<file path="config.mk">
export PLATFORM = sky130hd
export DESIGN_NAME = load_store_unit
export DESIGN_NICKNAME = d
export VERILOG_FILES = /design/src/rtl/load_store_unit.sv
export SDC_FILE = /design/constraint.sdc
export NUM_CORES = 1
export LEC_CHECK = 0
export CAP_MARGIN = 30
export CORE_ASPECT_RATIO = 0.8
export CORE_UTILIZATION = 42
export CTS_CLUSTER_DIAMETER = 80
export DETAILED_ROUTE_END_ITERATION = 16
export GPL_TIMING_DRIVEN = 0
export PLACE_DENSITY = 0.8
export SLEW_MARGIN = 25
export SYNTH_ARGS = -nofsm -noshare
export SYNTH_HDL_FRONTEND = slang
export SYNTH_SLANG_ARGS = --single-unit
</file>
<file path="constraint.sdc">
create_clock -name clk -period 1.9 [get_ports clk]
set_input_delay 0.19 -clock clk [delete_from_list [all_inputs] [get_ports clk]]
set_output_delay 0.19 -clock clk [all_outputs]
set_load 0.005 [all_outputs]
</file>
<file path="src/rtl/load_store_unit.sv">
// Load/store adapter between the memory pipeline stage and port A of the data BRAM.
// One request in flight; produces byte enables and replicated store data, and extends load data.
module load_store_unit #(
  parameter logic [31:0] MEM_BASE       = 32'h0000_0000,
  parameter int unsigned MEM_SIZE_BYTES = 65536
) (
  input  logic        clk,
  input  logic        rst,
  input  logic        req_valid,
  output logic        req_ready,
  input  logic        req_we,
  input  logic [2:0]  req_funct3,
  input  logic [31:0] req_addr,
  input  logic [31:0] req_wdata,
  output logic        rsp_valid,
  output logic [31:0] rsp_rdata,
  output logic        rsp_err,
  output logic [3:0]  mem_wea,
  output logic [31:0] mem_addra,
  output logic [31:0] mem_dina,
  input  logic [31:0] mem_douta
);

  localparam logic [1:0] S_IDLE   = 2'd0;
  localparam logic [1:0] S_ACCESS = 2'd1;
  localparam logic [1:0] S_LWAIT  = 2'd2;
  localparam logic [1:0] S_RESP   = 2'd3;

  logic [1:0]  state_q, state_d;
  logic        we_q, we_d;
  logic [2:0]  funct3_q, funct3_d;
  logic [1:0]  addr_lo_q, addr_lo_d;
  logic        rsp_valid_q, rsp_valid_d;
  logic [31:0] rsp_rdata_q, rsp_rdata_d;
  logic        rsp_err_q, rsp_err_d;
  logic [3:0]  mem_wea_q, mem_wea_d;
  logic [31:0] mem_addra_q, mem_addra_d;
  logic [31:0] mem_dina_q, mem_dina_d;

  logic        accept;
  logic        funct3_ok;
  logic        misaligned;
  logic        out_of_range;
  logic        req_bad;
  logic [31:0] req_offset;
  logic [3:0]  req_be;
  logic [31:0] req_wdata_rep;
  logic [7:0]  byte_lane;
  logic [15:0] half_lane;
  logic [31:0] load_ext;

  assign req_ready = (state_q == S_IDLE) && !rst;
  assign accept    = req_valid && req_ready;

  // Request classification, valid only while the request is being accepted.
  // NOTE: every always_comb output gets a default first so no path infers a latch.
  always_comb begin
    funct3_ok = 1'b0;
    case (req_funct3)
      3'b000, 3'b001, 3'b010: funct3_ok = 1'b1;
      3'b100, 3'b101:         funct3_ok = !req_we;
      default:                funct3_ok = 1'b0;
    endcase
    misaligned   = ((req_funct3[1:0] == 2'b01) && req_addr[0]) ||
                   ((req_funct3[1:0] == 2'b10) && (req_addr[1:0] != 2'b00));
    req_offset   = req_addr - MEM_BASE;
    out_of_range = req_offset >= MEM_SIZE_BYTES;
    req_bad      = !funct3_ok || misaligned || out_of_range;
  end

  always_comb begin
    req_be        = 4'b1111;
    req_wdata_rep = req_wdata;
    case (req_funct3[1:0])
      2'b00: begin
        req_be        = 4'b0001 << req_addr[1:0];
        req_wdata_rep = {4{req_wdata[7:0]}};
      end
      2'b01: begin
        req_be        = 4'b0011 << req_addr[1:0];
        req_wdata_rep = {2{req_wdata[15:0]}};
      end
      default: begin
        req_be        = 4'b1111;
        req_wdata_rep = req_wdata;
      end
    endcase
  end

  // Lane select on the read word; lanes are little-endian within the word.
  always_comb begin
    byte_lane = mem_douta[{addr_lo_q, 3'b000} +: 8];
    half_lane = mem_douta[{addr_lo_q[1], 4'b0000} +: 16];
    case (funct3_q)
      3'b000:  load_ext = {{24{byte_lane[7]}}, byte_lane};
      3'b001:  load_ext = {{16{half_lane[15]}}, half_lane};
      3'b100:  load_ext = {24'h0, byte_lane};
      3'b101:  load_ext = {16'h0, half_lane};
      default: load_ext = mem_douta;
    endcase
  end

  always_comb begin
    state_d     = state_q;
    we_d        = we_q;
    funct3_d    = funct3_q;
    addr_lo_d   = addr_lo_q;
    rsp_valid_d = 1'b0;
    rsp_rdata_d = 32'h0;
    rsp_err_d   = 1'b0;
    mem_wea_d   = 4'b0000;
    mem_addra_d = mem_addra_q;
    mem_dina_d  = mem_dina_q;
    case (state_q)
      S_IDLE: begin
        if (accept) begin
          we_d      = req_we;
          funct3_d  = req_funct3;
          addr_lo_d = req_addr[1:0];
          if (req_bad) begin
            state_d     = S_RESP;
            rsp_valid_d = 1'b1;
            rsp_err_d   = 1'b1;
          end else begin
            state_d     = S_ACCESS;
            mem_addra_d = {req_addr[31:2], 2'b00};
            if (req_we) begin
              mem_wea_d  = req_be;
              mem_dina_d = req_wdata_rep;
            end
          end
        end
      end
      S_ACCESS: begin
        if (we_q) begin
          state_d     = S_RESP;
          rsp_valid_d = 1'b1;
        end else begin
          state_d = S_LWAIT;
        end
      end
      S_LWAIT: begin
        state_d     = S_RESP;
        rsp_valid_d = 1'b1;
        rsp_rdata_d = load_ext;
      end
      S_RESP:  state_d = S_IDLE;
      default: state_d = S_IDLE;
    endcase
  end

  // NOTE: sequential state uses non-blocking assignments only, so all flops update together.
  always_ff @(posedge clk) begin
    if (rst) begin
      state_q     <= S_IDLE;
      we_q        <= 1'b0;
      funct3_q    <= 3'b000;
      addr_lo_q   <= 2'b00;
      rsp_valid_q <= 1'b0;
      rsp_rdata_q <= 32'h0;
      rsp_err_q   <= 1'b0;
      mem_wea_q   <= 4'b0000;
      mem_addra_q <= 32'h0;
      mem_dina_q  <= 32'h0;
    end else begin
      state_q     <= state_d;
      we_q        <= we_d;
      funct3_q    <= funct3_d;
      addr_lo_q   <= addr_lo_d;
      rsp_valid_q <= rsp_valid_d;
      rsp_rdata_q <= rsp_rdata_d;
      rsp_err_q   <= rsp_err_d;
      mem_wea_q   <= mem_wea_d;
      mem_addra_q <= mem_addra_d;
      mem_dina_q  <= mem_dina_d;
    end
  end

  assign rsp_valid = rsp_valid_q;
  assign rsp_rdata = rsp_rdata_q;
  assign rsp_err   = rsp_err_q;
  assign mem_wea   = mem_wea_q;
  assign mem_addra = mem_addra_q;
  assign mem_dina  = mem_dina_q;

endmodule
</file>
Yosys cells after proc, flatten, opt, wreduce, memory -nomap -nowiden

Index checks and enable logic that the tools add are counted.

Output and inout bits: 103
Input port bits: 103
Bits in registers: 108
Latch bits: 0
ROM bits: 0
Memories kept: 0
Word-level logic and storage cells: 68
RAM bits: 0

Reduce and logical (&&, ||, !) cells: 23
Bitwise operators: 5
Equal/unequal tests: 13
Shift-type cells: 4
Mux-type cells: 12
Divide/modulo/power cells: 0
Order comparisons: 1
$add $sub $neg: 0
Multipliers: 0

Operators with widths:

| cell                                                  | number |
|---|---|
| case mux 32 bit (4 select lines)                      | 1 |
| case mux 32 bit (2 select lines)                      | 1 |
| >= comparator 32 x 17 -> 1 bit, second input constant | 1 |
| indexed part select 32 x 6 -> 16 bit                  | 1 |
| indexed part select 32 x 6 -> 8 bit                   | 1 |
| == test 3 bit, second input constant                  | 4 |
| case mux 2 bit (4 select lines)                       | 1 |
| case mux 4 bit (2 select lines)                       | 1 |
| == test 2 bit, second input constant                  | 3 |
| == test 3 x 1 -> 1 bit, second input constant         | 2 |
| zero test 3 bit                                       | 2 |
| OR reduction 2 bit                                    | 3 |
| NOT 1 bit                                             | 5 |
| OR reduction 5 bit                                    | 1 |
| == test 2 x 1 -> 1 bit, second input constant         | 2 |
| logical AND 1 bit                                     | 4 |
| zero test 2 bit                                       | 2 |
| 2-to-1 mux 1 bit                                      | 4 |
| 2-to-1 mux 2 bit                                      | 2 |
| AND reduction 4 bit                                   | 1 |
| << shifter 1 x 2 -> 4 bit, first input constant       | 1 |
| << shifter 2 x 2 -> 4 bit, first input constant       | 1 |
| == test 3 x 2 -> 1 bit, second input constant         | 1 |
| zero test 1 bit                                       | 3 |
| other kinds (8)                                       | 10 |

Longest topological paths before layout

Gate-level depths: netlist of run 1.

Depth in word-level cells: 9
Depth in mapped cells: 8

Worst setup path before layout of run 1

OpenSTA, ideal clock, no wires.

Path kind: register to register
Start point: reg state_q[0]
End point: reg mem_addra_q[10], in the netlist mem_addra[10]
Library setup time: 0.121 ns
Required time: 1.779 ns
Arrival: 1.657 ns
Slack: 0.122 ns
Stages on the path, launching flop included: 8
Cell sequence: dfxtp_1 -> inv_1 -> ha_1 -> nor2b_1 -> nand2_1 -> nor3_4 -> buf_12 -> mux2_4

Cells in the longest elaborated chain, start to end: 4

Ends and longest elaborated chain:

| element                       | line | text |
|---|---|---|
| start: declaration            | 29   | `logic [1:0] state_q, state_d;` |
| start signal: assignment      | 166  | `state_q <= state_d;` |
| zero test 2 bit               | 52   | `assign req_ready = (state_q == S_IDLE) && !rst;` |
| logical AND 1 bit             | 52   |  |
| net req_ready                 | 10   | `output logic req_ready,` |
| logical AND 1 bit             | 53   | `assign accept = req_valid && req_ready;` |
| AND reduction 3 bit (no line) | n/a  |  |
| end signal: assignment        | 174  | `mem_addra_q <= mem_addra_d;` |
| end: declaration              | 37   | `logic [31:0] mem_addra_q, mem_addra_d;` |

The timed path passes the listed nets, and every way through them passes these cells.
A chain may end at the register's enable or synchronous reset.

Worst setup path in the final report of run 1

Start point: in req_addr[16]
End point: reg mem_addra_q[10], in the netlist mem_addra[10]

Cells in the longest elaborated chain, start to end: 4

Ends and longest elaborated chain:

| element                        | line | text |
|---|---|---|
| start: declaration             | 13   | `input logic [31:0] req_addr,` |
| >= comparator 32 x 17 -> 1 bit | 67   | `out_of_range = req_offset >= MEM_SIZE_BYTES;` |
| logical OR 1 bit               | 68   | `req_bad = !funct3_ok \|\| misaligned \|\| out_of_range;` |
| NOT 1 bit (no line)            | n/a  |  |
| AND reduction 3 bit (no line)  | n/a  |  |

No other way between the ends.

==> impl_metrics.yaml, run 1 <==
run_status:
  status: "finished, final reports clean"
cts:
  cts.path.max_buffers: 2
  root_buffer: "clkbuf_16"
  cts_htree_levels: 3
  cts.sinks: 108
  clk_pin_slew_worst_paths_ps: 70
  cts_buffers: 9
  insertion_delay_ps: 360
  cts_hold_buf: 0
  tritoncts: "done"
global_routing:
  gr-usage-all-layers_pct: 25.7
  grt_antenna_before_repair: 0
  grt_pass1_vias: 4661
  grt_start_max_net_pins: 21
  grt_pass1_wl_um: 23600
  gr-total-overflow: 0
floorplan:
  io_pins: 206
  num_rows: 34
  dieArea_mm2: 0.0118
  initial_core_util_pct: 43.4
  die_x_um: 121
  fp.dieH_um: 97.3
  core-area_mm2: 0.0110
place:
  post-place-ws_ps: -503
  dp_hpwl_um: 11500
  place_congestion: 0.879
  portBuffers: 202
route:
  num_vias: 4617
  dr.pass1.iters: 4
  ant_nets: 0
  post-route-drc-count: 0
  finalWirelength_um: 15000
  wl_per_cell_um: 17.1
  drt_iter0_markers: 184
  avgViaCountPerCell: 5.28
timing:
  slew_violations: 0
  rsz0062_at_grt: "true"
  worst_pin_slew_ps: 661
  finalCritPeriodShare_pct: 97.3
  setup_violations: 0
  min_period_ps: 1850
  worst_slack_ps: 52.2
  max_slew_margin_pct: 55.9
  finClkSkew_ps: 10.2
  setup-tns-final_ps: 0
  max_freq_mhz: 541
  hold_viol: 0
synthesis:
  yosys.area.top_type_share_pct: 45.4
  ys_async_sr_fraction_pct: 0
  syn_avg_cell_area_um2: 9.45
  yosysTopAreaCell: "dfxtp_1"
  synth.area.top_cells: "dfxtp_1 45%, nand2_1 5.2%, mux2i_1 4.4%"
  synth_most_common_cell: "dfxtp_1"
  synth_edf_count: 0
  synth.distinct_cells: 47
  synthCells: 504
  synth_flop_cell: "dfxtp_1"
  synth_seq_cells: 108
  yosysSeqAreaShare_pct: 45.4
  netlist_area_mm2: 0.00476
  netlist_top_cells_count: "108 x dfxtp_1, 66 x nand2_1, 35 x a21oi_1"
  ys_warn_count: 0
worst_setup_path:
  worstSetupPathType: "primary input to flop"
  r2r_setup_slack_ps: 90
  critPathLaunchType: "primary input"
  r2r_cells: 8
  worstPathArrival_ps: 2090
  cp-end-kind: "flop"
  r2r-start: "state_q[1]"
  worstSetupStartpoint: "req_addr[16]"
  endpoint: "mem_addra[10]"
  timing.rr.end: "mem_dina[23]"
  critPathMaxFanout: 5
  cp_data_required_time_ps: 2140
power:
  power_per_cell_area_mw_per_mm2: 775
  leakage_uw: 0.00286
  ir_drop_mv: 0.472
final_layout:
  n_fill_cell: 872
  final_layout_size_suffix_gt1_share_pct: 13.7
  area_growth_pct: 56.5
  num-nets-final: 832
  num_antenna_cells: 0
  post-route-util_pct: 67.9
min_path:
  hold_class: "primary input to flop"
run:
  maxCapViolations: 0
[cell usage in the layout (no fill, tap or decap), types with 3 or more instances in the layout]
master and count:
mux2_4 10, o21ai_0 24, a221oi_1 8, a31oi_1 16
clkbuf_16 10, nand4_1 3, clkbuf_1 18, mux2_2 15
ha_1 3, clkbuf_2 3, and2_1 16, a21oi_1 34
a211oi_1 9, nand2b_1 12, nor4_4 4, dfxtp_1 106
buf_4 9, nor2_1 28, nand2_1 65, nor2b_1 23
clkdlybuf4s50_1 199, a32oi_1 7, a311oi_1 8, o31ai_1 3
inv_1 12, mux2i_1 21, o221a_2 7, buf_2 10
[worst min path at each step]
stage	from	to	cells after the start
CTS	req_funct3[1]	mem_wea[3]	3
global route	req_addr[0]	addr_lo_q[0]	3
detailed placement	mem_addra[19]	mem_addra[19]	1
floorplan	req_addr[0]	addr_lo_q[0]	2
global placement	mem_addra[18]	mem_addra[18]	1
finish	req_addr[1]	addr_lo_q[1]	3
[sequential cells by signal, summed over array words and instances (netlist names), 2 cells and up]
| signal | cells |
|---|---|
| mem_wea | 4 |
| mem_addra | 30 |
| rsp_rdata | 32 |
| addr_lo_q | 2 |
| state_q | 2 |
| mem_dina | 32 |
| funct3_q | 3 |
[cell type report]
cell class | instances | area, um2 | share of cell area, %
clock inverter | 6 | 65.1 | 0.873
tap | 144 | 180 | 2.42
buffer | 40 | 209 | 2.80
sequential | 108 | 2160 | 29.0
inverter | 12 | 45.0 | 0.604
timing repair buffer | 210 | 2120 | 28.4
multi-input combinational | 344 | 2430 | 32.6
clock buffer | 10 | 239 | 3.21
[per-stage QoR]
stage / hold WS, ps / cells / total power [uW] / instance area (um2)
4_1_cts: 377 / 871 / 5770 / 7330
6_report: 273 / 874 / 5780 / 7450
3_3_place_gp: 441 / 851 / 3840 / 6970
5_1_grt: 307 / 874 / 6050 / 7450
3_5_place_dp: 447 / 851 / 3870 / 6970
2_1_floorplan: 299 / 505 / 3200 / 4770
[cells by family after synthesis]
kind of cell / Yosys count / share of synthesized area [%]
simple gates: 162 / 18.0
compound gates: 129 / 18.7
flops: 108 / 45.4
buf+inv: 53 / 5.15
mux: 47 / 11.6
fa+ha+maj: 4 / 1.05
other cells: 1 / 0.0787
[timing repair]
item                                    4_1_cts  5_1_grt
pin swaps                                     5        8
endpoints found under the setup margin       47       57
gates cloned                                  0        1
resized for setup                            10       19
buffers inserted                              4        3
[layer usage]
| layer | global-route usage [%] | wire length, um | part of all wire (%) | up-vias |
|---|---|---|---|---|
| met3 | 8.22 | 1220 | 8.2 | 18 |
| li1 | - | - | - | 2223 |
| met2 | 42.2 | 7140 | 48 | 197 |
| met4 | 8.17 | 240 | 1.6 | 0 |
| met1 | 31.9 | 6370 | 43 | 2179 |
| met5 | 0 | 0 | 0 | - |
[where the power goes]
part | switching, uW | total (uW) | internal [uW]
Clock | 908 | 1870 | 965
Sequential | 64.1 | 2480 | 2410
Combinational | 729 | 1430 | 698
Total | 1700 | 5780 | 4080
[critical path, stage by stage]
cell,delay (ps)
clkdlybuf4s50_1,450
nor4_4,410
o2111ai_4,220
nor3_4,240
buf_12,150
clkbuf_16,150
mux2_4,290
Power figures use the tool's default switching activity.
==> run 2: changes to the inputs <==
==> constraint.sdc (replaced) <==
create_clock -name clk -period 1.9 [get_ports clk]
set_input_delay 0.285 -clock clk [delete_from_list [all_inputs] [get_ports clk]]
set_output_delay 0.285 -clock clk [all_outputs]
set_load 0.005 [all_outputs]
==> run 2 against run 1 <==
  * Sequential share of layout area fell by 0.058 points
  * Non-clock buffer count rose by 2
  * Via count rose by 0.19%
  * Register-to-register slack barely moved
  * Count of clock-buffer cells in the layout did not move
  * Power barely moved
  * Critical path type unchanged
  * Clock skew barely moved
  * Sequential cell count did not move
  * Utilization rose by 0.14 points
  * Die area did not move
  * Wire length fell by 0.15%
==> impl_metrics.yaml, run 2 (synthesis results as in run 1) <==
run_status:
  status: "finished, final reports clean"
cts:
  insertion_delay_ps: 350
  cts_hold_buf: 0
  tritoncts: "done"
  cts.path.max_buffers: 2
  cts_htree_levels: 3
  cts_buffers: 9
  cts.sinks: 108
  root_buffer: "clkbuf_16"
  clk_pin_slew_worst_paths_ps: 70
timing:
  whs_ps: 458
  min_period_ps: 1850
  rsz0062_at_grt: "true"
  finClkSkew_ps: 10.1
  hold_viol: 0
  setup_violations: 0
  finalCritPeriodShare_pct: 97.5
  worst_pin_slew_ps: 664
  max_slew_margin_pct: 55.7
  max_freq_mhz: 540
  setup-tns-final_ps: 0
  slew_violations: 0
place:
  portBuffers: 202
  dp.cells: 851
  dp_hpwl_um: 11500
  place_congestion: 0.879
  placed_cell_area_mm2: 0.00697
final_layout:
  layout.cells.non_filler: 877
  num-nets-final: 834
  final_common_cell: "clkdlybuf4s50_1"
  area_growth_pct: 56.8
  seqCellArea_mm2: 0.00216
  final_cell_mix: "193 x clkdlybuf4s50_1, 106 x dfxtp_1, 65 x nand2_1"
  fin_area_mm2: 0.00747
  n_fill_cell: 872
  post-route-util_pct: 68.1
  multi_input_comb_area_mm2: 0.00243
  final_layout_size_suffix_gt1_share_pct: 13.9
worst_setup_path:
  worstPathArrival_ps: 2090
  critPathLaunchType: "primary input"
  cp_data_required_time_ps: 2140
  critPathMaxFanout: 5
  cp-end-kind: "flop"
  worstSetupPathType: "primary input to flop"
power:
  leakage_uw: 0.00289
  p_sw_share_pct: 29.5
  power_per_cell_area_mw_per_mm2: 773
  p_sw_uw: 1700
  ir_drop_mv: 0.477
  clkPwrFrac_pct: 32.5
  p_comb_share_pct: 24.5
  p_int_uw: 4070
  pwr-share-seq_pct: 42.9
floorplan:
  initial_core_util_pct: 43.4
  die_x_um: 121
  num_rows: 34
  fp.dieH_um: 97.3
  io_pins: 206
  dieArea_mm2: 0.0118
  core-area_mm2: 0.0110
global_routing:
  grt_antenna_before_repair: 1
  gr-usage-all-layers_pct: 25.8
  grt_start_max_net_pins: 21
  gr-total-overflow: 0
  grt_pass1_wl_um: 23600
  grt_pass1_vias: 4675
route:
  num_vias: 4626
  ant_nets: 0
  avgViaCountPerCell: 5.27
  dr_wl_met2_um: 7040
  dr.pass1.iters: 5
  met1_length_um: 6340
  wl_per_cell_um: 17.1
  finalWirelength_um: 15000
  routed.top_layer: "met4"
  post-route-drc-count: 0
  drt_iter0_markers: 175
  wl_met3_um: 1280
min_path:
  hold_class: "flop to flop"
run:
  maxCapViolations: 0
## run 2: cell types whose count changed in the layout (fill, tap and decap cells not counted), sizes merged
cell,delta
diode,+1
clkdlybuf4s50,-6
buf,+2
dlygate4sd2,+4
dlymetal6s2s,+2
## run 2: metal layers
layer  up-vias  track usage [%]
met2       191             42.1
met1      2185             31.9
li1       2227                -
met5         -                0
met3        23             8.16
met4         0             8.74
## run 2: final cells by class
cell class                 instances  area share [%]
antenna                            1          0.0335
buffer                            40            2.83
clock buffer                      10            3.20
clock inverter                     6           0.871
inverter                          12           0.603
multi-input combinational        344            32.5
sequential                       108            29.0
tap                              144            2.41
timing repair buffer             212            28.6
## run 2: stage by stage
stage	worst slack, ps	power, uW
2_1_floorplan	122	3200
3_3_place_gp	-542	3840
4_1_cts	-3.89	5770
3_5_place_dp	-598	3870
5_1_grt	-57.7	6050
6_report	48.3	5770
## run 2: final timing paths
check	start	to	slack [ps]	depth (start not counted)
worst max-delay path	req_addr[20]	mem_addra[10]	50	8
worst min-delay path	mem_addra[27]	mem_addra[27]	460	1
worst max register to register	state_q[1]	mem_addra[10]	100	8
worst min register to register	mem_addra[27]	mem_addra[27]	460	1
## run 2: power by group through the flow
stage                     logic [uW]  clock network (uW)  registers [uW]
final                           1420                1880            2480
after global routing            1550                2000            2500
after CTS                       1390                1910            2470
after detailed placement        1350                   0            2530
after global placement          1320                   0            2520
after floorplan                  670                   0            2530
## run 2: timing repair
item / in CTS / in global routing
gates resized for setup: 14 / 22
buffers inserted: 5 / 4
setup endpoints to repair: 58 / 55
endpoints found under the hold margin: 0 / 0
pin swaps: 6 / 10
cloned: 0 / 1
## run 2: worst max-delay path: stages
cell and delay, ps:
clkdlybuf4s50_1 440, nor4_4 320, buf_4 180, nand3_4 80, nor3_4 220, buf_12 140, clkbuf_16 140, mux2_4 290
==> RTL edit 1, RTL diff (settings of run 1) <==
Reset style: asynchronous (`rst`), changed in one clocked block.
--- a/src/rtl/load_store_unit.sv
+++ b/src/rtl/load_store_unit.sv
@@ -152,3 +152,3 @@
   // NOTE: sequential state uses non-blocking assignments only, so all flops update together.
-  always_ff @(posedge clk) begin
+  always_ff @(posedge clk or posedge rst) begin
     if (rst) begin
Formal check against the unedited RTL: differs if rst is asserted again (counterexample within 4 cycles, from zero or initial values and one cycle with rst high); with rst held inactive, the same outputs for 4 cycles.
==> RTL edit 1 against run 1 <==
  * The flow now finishes with violations (negative setup slack)
  * Sequential cell count unchanged
  * Wire length fell by 5.9%
  * Power up 27%
  * Final area up 3.3%
  * Synthesized area is 2.6% lower
  * Non-clock buffer count fell by 6
  * Setup slack worse by 0.15 ns
  * Synthesized cell count down 26%
  * Largest cell class is now registers
  * Largest power group unchanged
  * Highest routed layer unchanged
==> RTL edit 1: results (changes against run 1) <==
* Outcome: finished with violations (was finished clean)
* Failing checks: negative setup slack
* Largest fanout on the critical path at 6 (was 5)
* Cts repair resizes at 26 (was 10)
* Post-synthesis sequential area ratio at 0.5824 (was 0.4539)
* R2R Setup Slk at -0.05 ns (was 0.09 ns)
* CP max stage cell: clkdlybuf4s50_1 (unchanged)
* Met2 WL post-DR at 6.838 mm (was 7.143 mm)
* R2R Path Start: state_q[0]$_DFFE_PP0P_ (was state_q[1]$_SDFFE_PP0P_)
* Drt pass-1 iters at 4 (unchanged)
* Dpl cells at 722 (was 851)
* Sum Neg Setup Slack at -1.885 ns (was 0 ns)
* Synth cell count leaders: dfrtp_1 (108), mux2_2 (69), nand2_1 (34) (was dfxtp_1 (108), nand2_1 (66), a21oi_1 (35))
* Postcts setup bufs at 9 (was 4)
* TritonCTS Buffers at 9 (unchanged)
* 1st-iter DRT viols at 212 (was 184)
* CTS root buffer: clkbuf_16 (unchanged)
* Antenna violations before repair at 0 (unchanged)
* R2R Path End: mem_dina[24]$_DFFE_PP0P_ (was mem_dina[23]$_SDFFE_PP0P_)
* Vias/cell at 5.163 (was 5.283)
* Ys flop type: dfrtp_1 (was dfxtp_1)
* Share of layout cells above drive strength 1 at 0.2296 (was 0.1370)
* Hold_ws at 0.2973 ns (was 0.2728 ns)
* WP data arrival at 2.22 ns (was 2.09 ns)
* Final WS setup at -0.09522 ns (was 0.05221 ns)
* Top post-synthesis cells by area: dfrtp_1 (58%), mux2_2 (17%), nand2_1 (2.8%) (was dfxtp_1 (45%), nand2_1 (5.2%), mux2i_1 (4.4%))
* WL met1 at 5.925 mm (was 6.374 mm)
* Worst vdd ir at 0.7069 mV (was 0.4723 mV)
* Hpwl dp at 10.09 mm (was 11.53 mm)
* Worst-path clk slew at 0.07 ns (about the same)
* Hold Crit Class: in -> async (was in -> reg)
* Slowest cell delay on critical path at 0.46 ns
* Input/output buffers at 203 (was 202)
* First-pass GRT wire length at 21.00 mm (was 23.61 mm)
* Post-synth cell types at 30 (was 47)
* Asr flop ratio synth at 1.000 (was 0)
* Total grt overflow at 0 (unchanged)
* Crit path launch: req_addr[17] (was req_addr[16])
* WL final at 14.09 mm (was 14.98 mm)
* Max Buffers Root-to-Sink at 2 (unchanged)
* Non-filler instance count after layout at 754 (was 874)
* Clock latency on the worst-skew pair at 0.34 ns (was 0.36 ns)
* Final Skew at 0.005318 ns (was 0.01022 ns)
* Top delay family on crit path: buffers and inverters (unchanged)
* Leak at 3.579 nW (was 2.860 nW)
* Reg2reg path depth at 8 (unchanged)
* Largest net degree at the start of global routing at 28 (was 21)
* Number of global-route vias before repair at 4022 (was 4661)
* Synth Area per Inst at 12.41 sq um (was 9.451 sq um)
* Top Metal Used: met4 (unchanged)
* Final number of setup-violating endpoints at 27 (was 0)
* DR WL met3 at 1.080 mm (was 1.222 mm)
* GPL Wtd Cong at 0.8198 (was 0.8794)
* H-tree depth at 3 (unchanged)
* ANT cells at 0 (unchanged)
* Worst-Margin Slew at 0.7743 ns (was 0.6609 ns)
* GRT Overall Usage at 0.2429 (was 0.2575)
==> RTL edit 1: cell types whose count changed after synthesis, moves of 10 or more <==
cell,change
a31oi_1,-17
buf_2,-10
mux2_4,-10
a21o_1,+15
nand2_1,-32
mux2i_1,-11
a21oi_1,-21
dfrtp_1,+108
and2_1,-17
mux2_2,+54
dfxtp_1,-108
clkbuf_1,-12
==> RTL edit 1: final cells by class <==
cell class / count / area (sq um)
well taps: 140 / 175.2
flip-flops and latches: 108 / 2703
repair buffers: 225 / 2297
clock inverters: 5 / 82.58
fillers: 718 / 2788
plain buffers: 19 / 140.1
multi-input cells: 240 / 2023
clock buffers: 11 / 252.7
inverters: 6 / 26.28
==> RTL edit 1: per-layer routing <==
layer,global-route usage,vias up
li1,-,1767
met1,0.2951,1954
met2,0.4263,150
met3,0.06991,22
met4,0.06667,0
met5,0,-
==> RTL edit 1: cells by family after synthesis <==
kind of cell,after synthesis,synth area share
DFF,108,0.5824
other,1,0.0008081
adders and majority gates,4,0.01079
muxes,82,0.1987
AOI/OAI and AO/OA,66,0.09032
buffers and inverters,27,0.02885
and+or+nand+nor,86,0.08817
==> RTL edit 1: power breakdown <==
| group | switching [mW] | internal (mW) | total [mW] |
|---|---|---|---|
| clock network | 0.831 | 1.23 | 2.06 |
| logic | 1.14 | 1.32 | 2.46 |
| registers | 0.156 | 2.67 | 2.83 |
==> RTL edit 1: stage by stage <==
| stage | area, sq um | util | setup slack [ns] |
|---|---|---|---|
| 3_5_place_dp | 6960 | 0.6637 | -0.7623 |
| 6_report | 7700 | 0.7342 | -0.09522 |
| 2_1_floorplan | 4658 | - | 0.005232 |
| 3_3_place_gp | 6865 | 0.6546 | -0.7098 |
| 5_1_grt | 7700 | 0.7342 | -0.1122 |
| 4_1_cts | 7462 | 0.7115 | -0.004226 |
==> RTL edit 2, RTL diff (config.mk and constraints of run 1) <==
Without the edit above. The parameter `MEM_SIZE_BYTES` goes from 65536 to 32768.
--- a/src/rtl/load_store_unit.sv
+++ b/src/rtl/load_store_unit.sv
@@ -4,3 +4,3 @@
   parameter logic [31:0] MEM_BASE       = 32'h0000_0000,
-  parameter int unsigned MEM_SIZE_BYTES = 65536
+  parameter int unsigned MEM_SIZE_BYTES = 32768
 ) (
Check against the original RTL: not equivalent (Yosys sat finds a counterexample within 4 cycles, from zero or initial values and one cycle with rst high).
==> RTL edit 2 against run 1 <==
  * Wire length increased by 11%
  * Highest routed layer unchanged
  * Die area up 0.60%
  * Sequential cell count unchanged
  * Power shrank 2.2%
  * Final area rose by 0.62%
  * Setup slack gained 0.015 ns
  * Synthesized area grew 0.60%
==> RTL edit 2: results (changes against run 1) <==
* Final Skew at 0.006839 ns (was 0.01022 ns)
* Layout clock buffers at 9 (was 10)
* Drt pass-1 iters at 5 (was 4)
* Post-synth cell types at 44 (was 47)
* Slowest cell delay on critical path at 0.53 ns (was 0.45 ns)
* 1st-iter DRT viols at 387 (was 184)
* Multi-input gates at 360 (was 344)
* Dpl cells at 872 (was 851)
* Layout non-clock buf frac at 0.3143 (was 0.3124)
* ClkCell Share at 0.03803 (was 0.04079)
* Met2 WL post-DR at 7.639 mm (was 7.143 mm)
* Non-CTS buffers at 255 (was 250)
* Placement Setup Slack at -0.5429 ns (was -0.5035 ns)
* Worst-Margin Slew at 0.6425 ns (was 0.6609 ns)
* Power per Cell Area at 753.3 mW/mm^2 (was 775.2 mW/mm^2)
* Fillers at 861 (was 872)
* Gate Count Post-Synth at 525 (was 504)
* Fraction of area in registers at 0.2886 (was 0.2904)
* Top post-synthesis cells by area: dfxtp_1 (45%), nand2_1 (6.1%), a21oi_1 (4.5%) (was dfxtp_1 (45%), nand2_1 (5.2%), mux2i_1 (4.4%))
* Post-synthesis sequential area ratio at 0.4512 (was 0.4539)
* First-pass GRT wire length at 25.65 mm (was 23.61 mm)
* Post-synthesis adder-cell area fraction at 0.01044 (was 0.01051)
* Leak at 2.779 nW (was 2.860 nW)
* Outcome: finished clean (unchanged)
* Fin nets at 853 (was 832)
-- RTL edit 2: changes by cell type in the layout (fill, tap and decap cells not counted), moves of 6 or more --
cell,run 1,this run
a21oi_1,34,41
buf_2,10,1
clkbuf_2,3,13
mux2i_1,21,10
nand2_1,65,76
nand2b_1,12,6
nand4_1,3,13
nor2b_1,23,17
o31ai_1,3,13
-- RTL edit 2: worst paths after layout --
kind                               from                         end  slack (ns)
max                                 rst   mem_dina[11]$_SDFFE_PP0P_        0.07
min                         req_addr[0]   addr_lo_q[0]$_SDFFE_PP0P_        0.11
max reg2reg     state_q[0]$_SDFFE_PP0P_   mem_dina[28]$_SDFFE_PP0P_        0.09
min reg2reg  mem_addra[26]$_SDFFE_PP0P_  mem_addra[26]$_SDFFE_PP0P_        0.46
-- RTL edit 2: repair_timing --
item	CTS	global route
endpoints found under the setup margin	77	65
pin swaps	4	4
hold buffers	0	0
gates resized for setup	23	31
buffers inserted	5	3
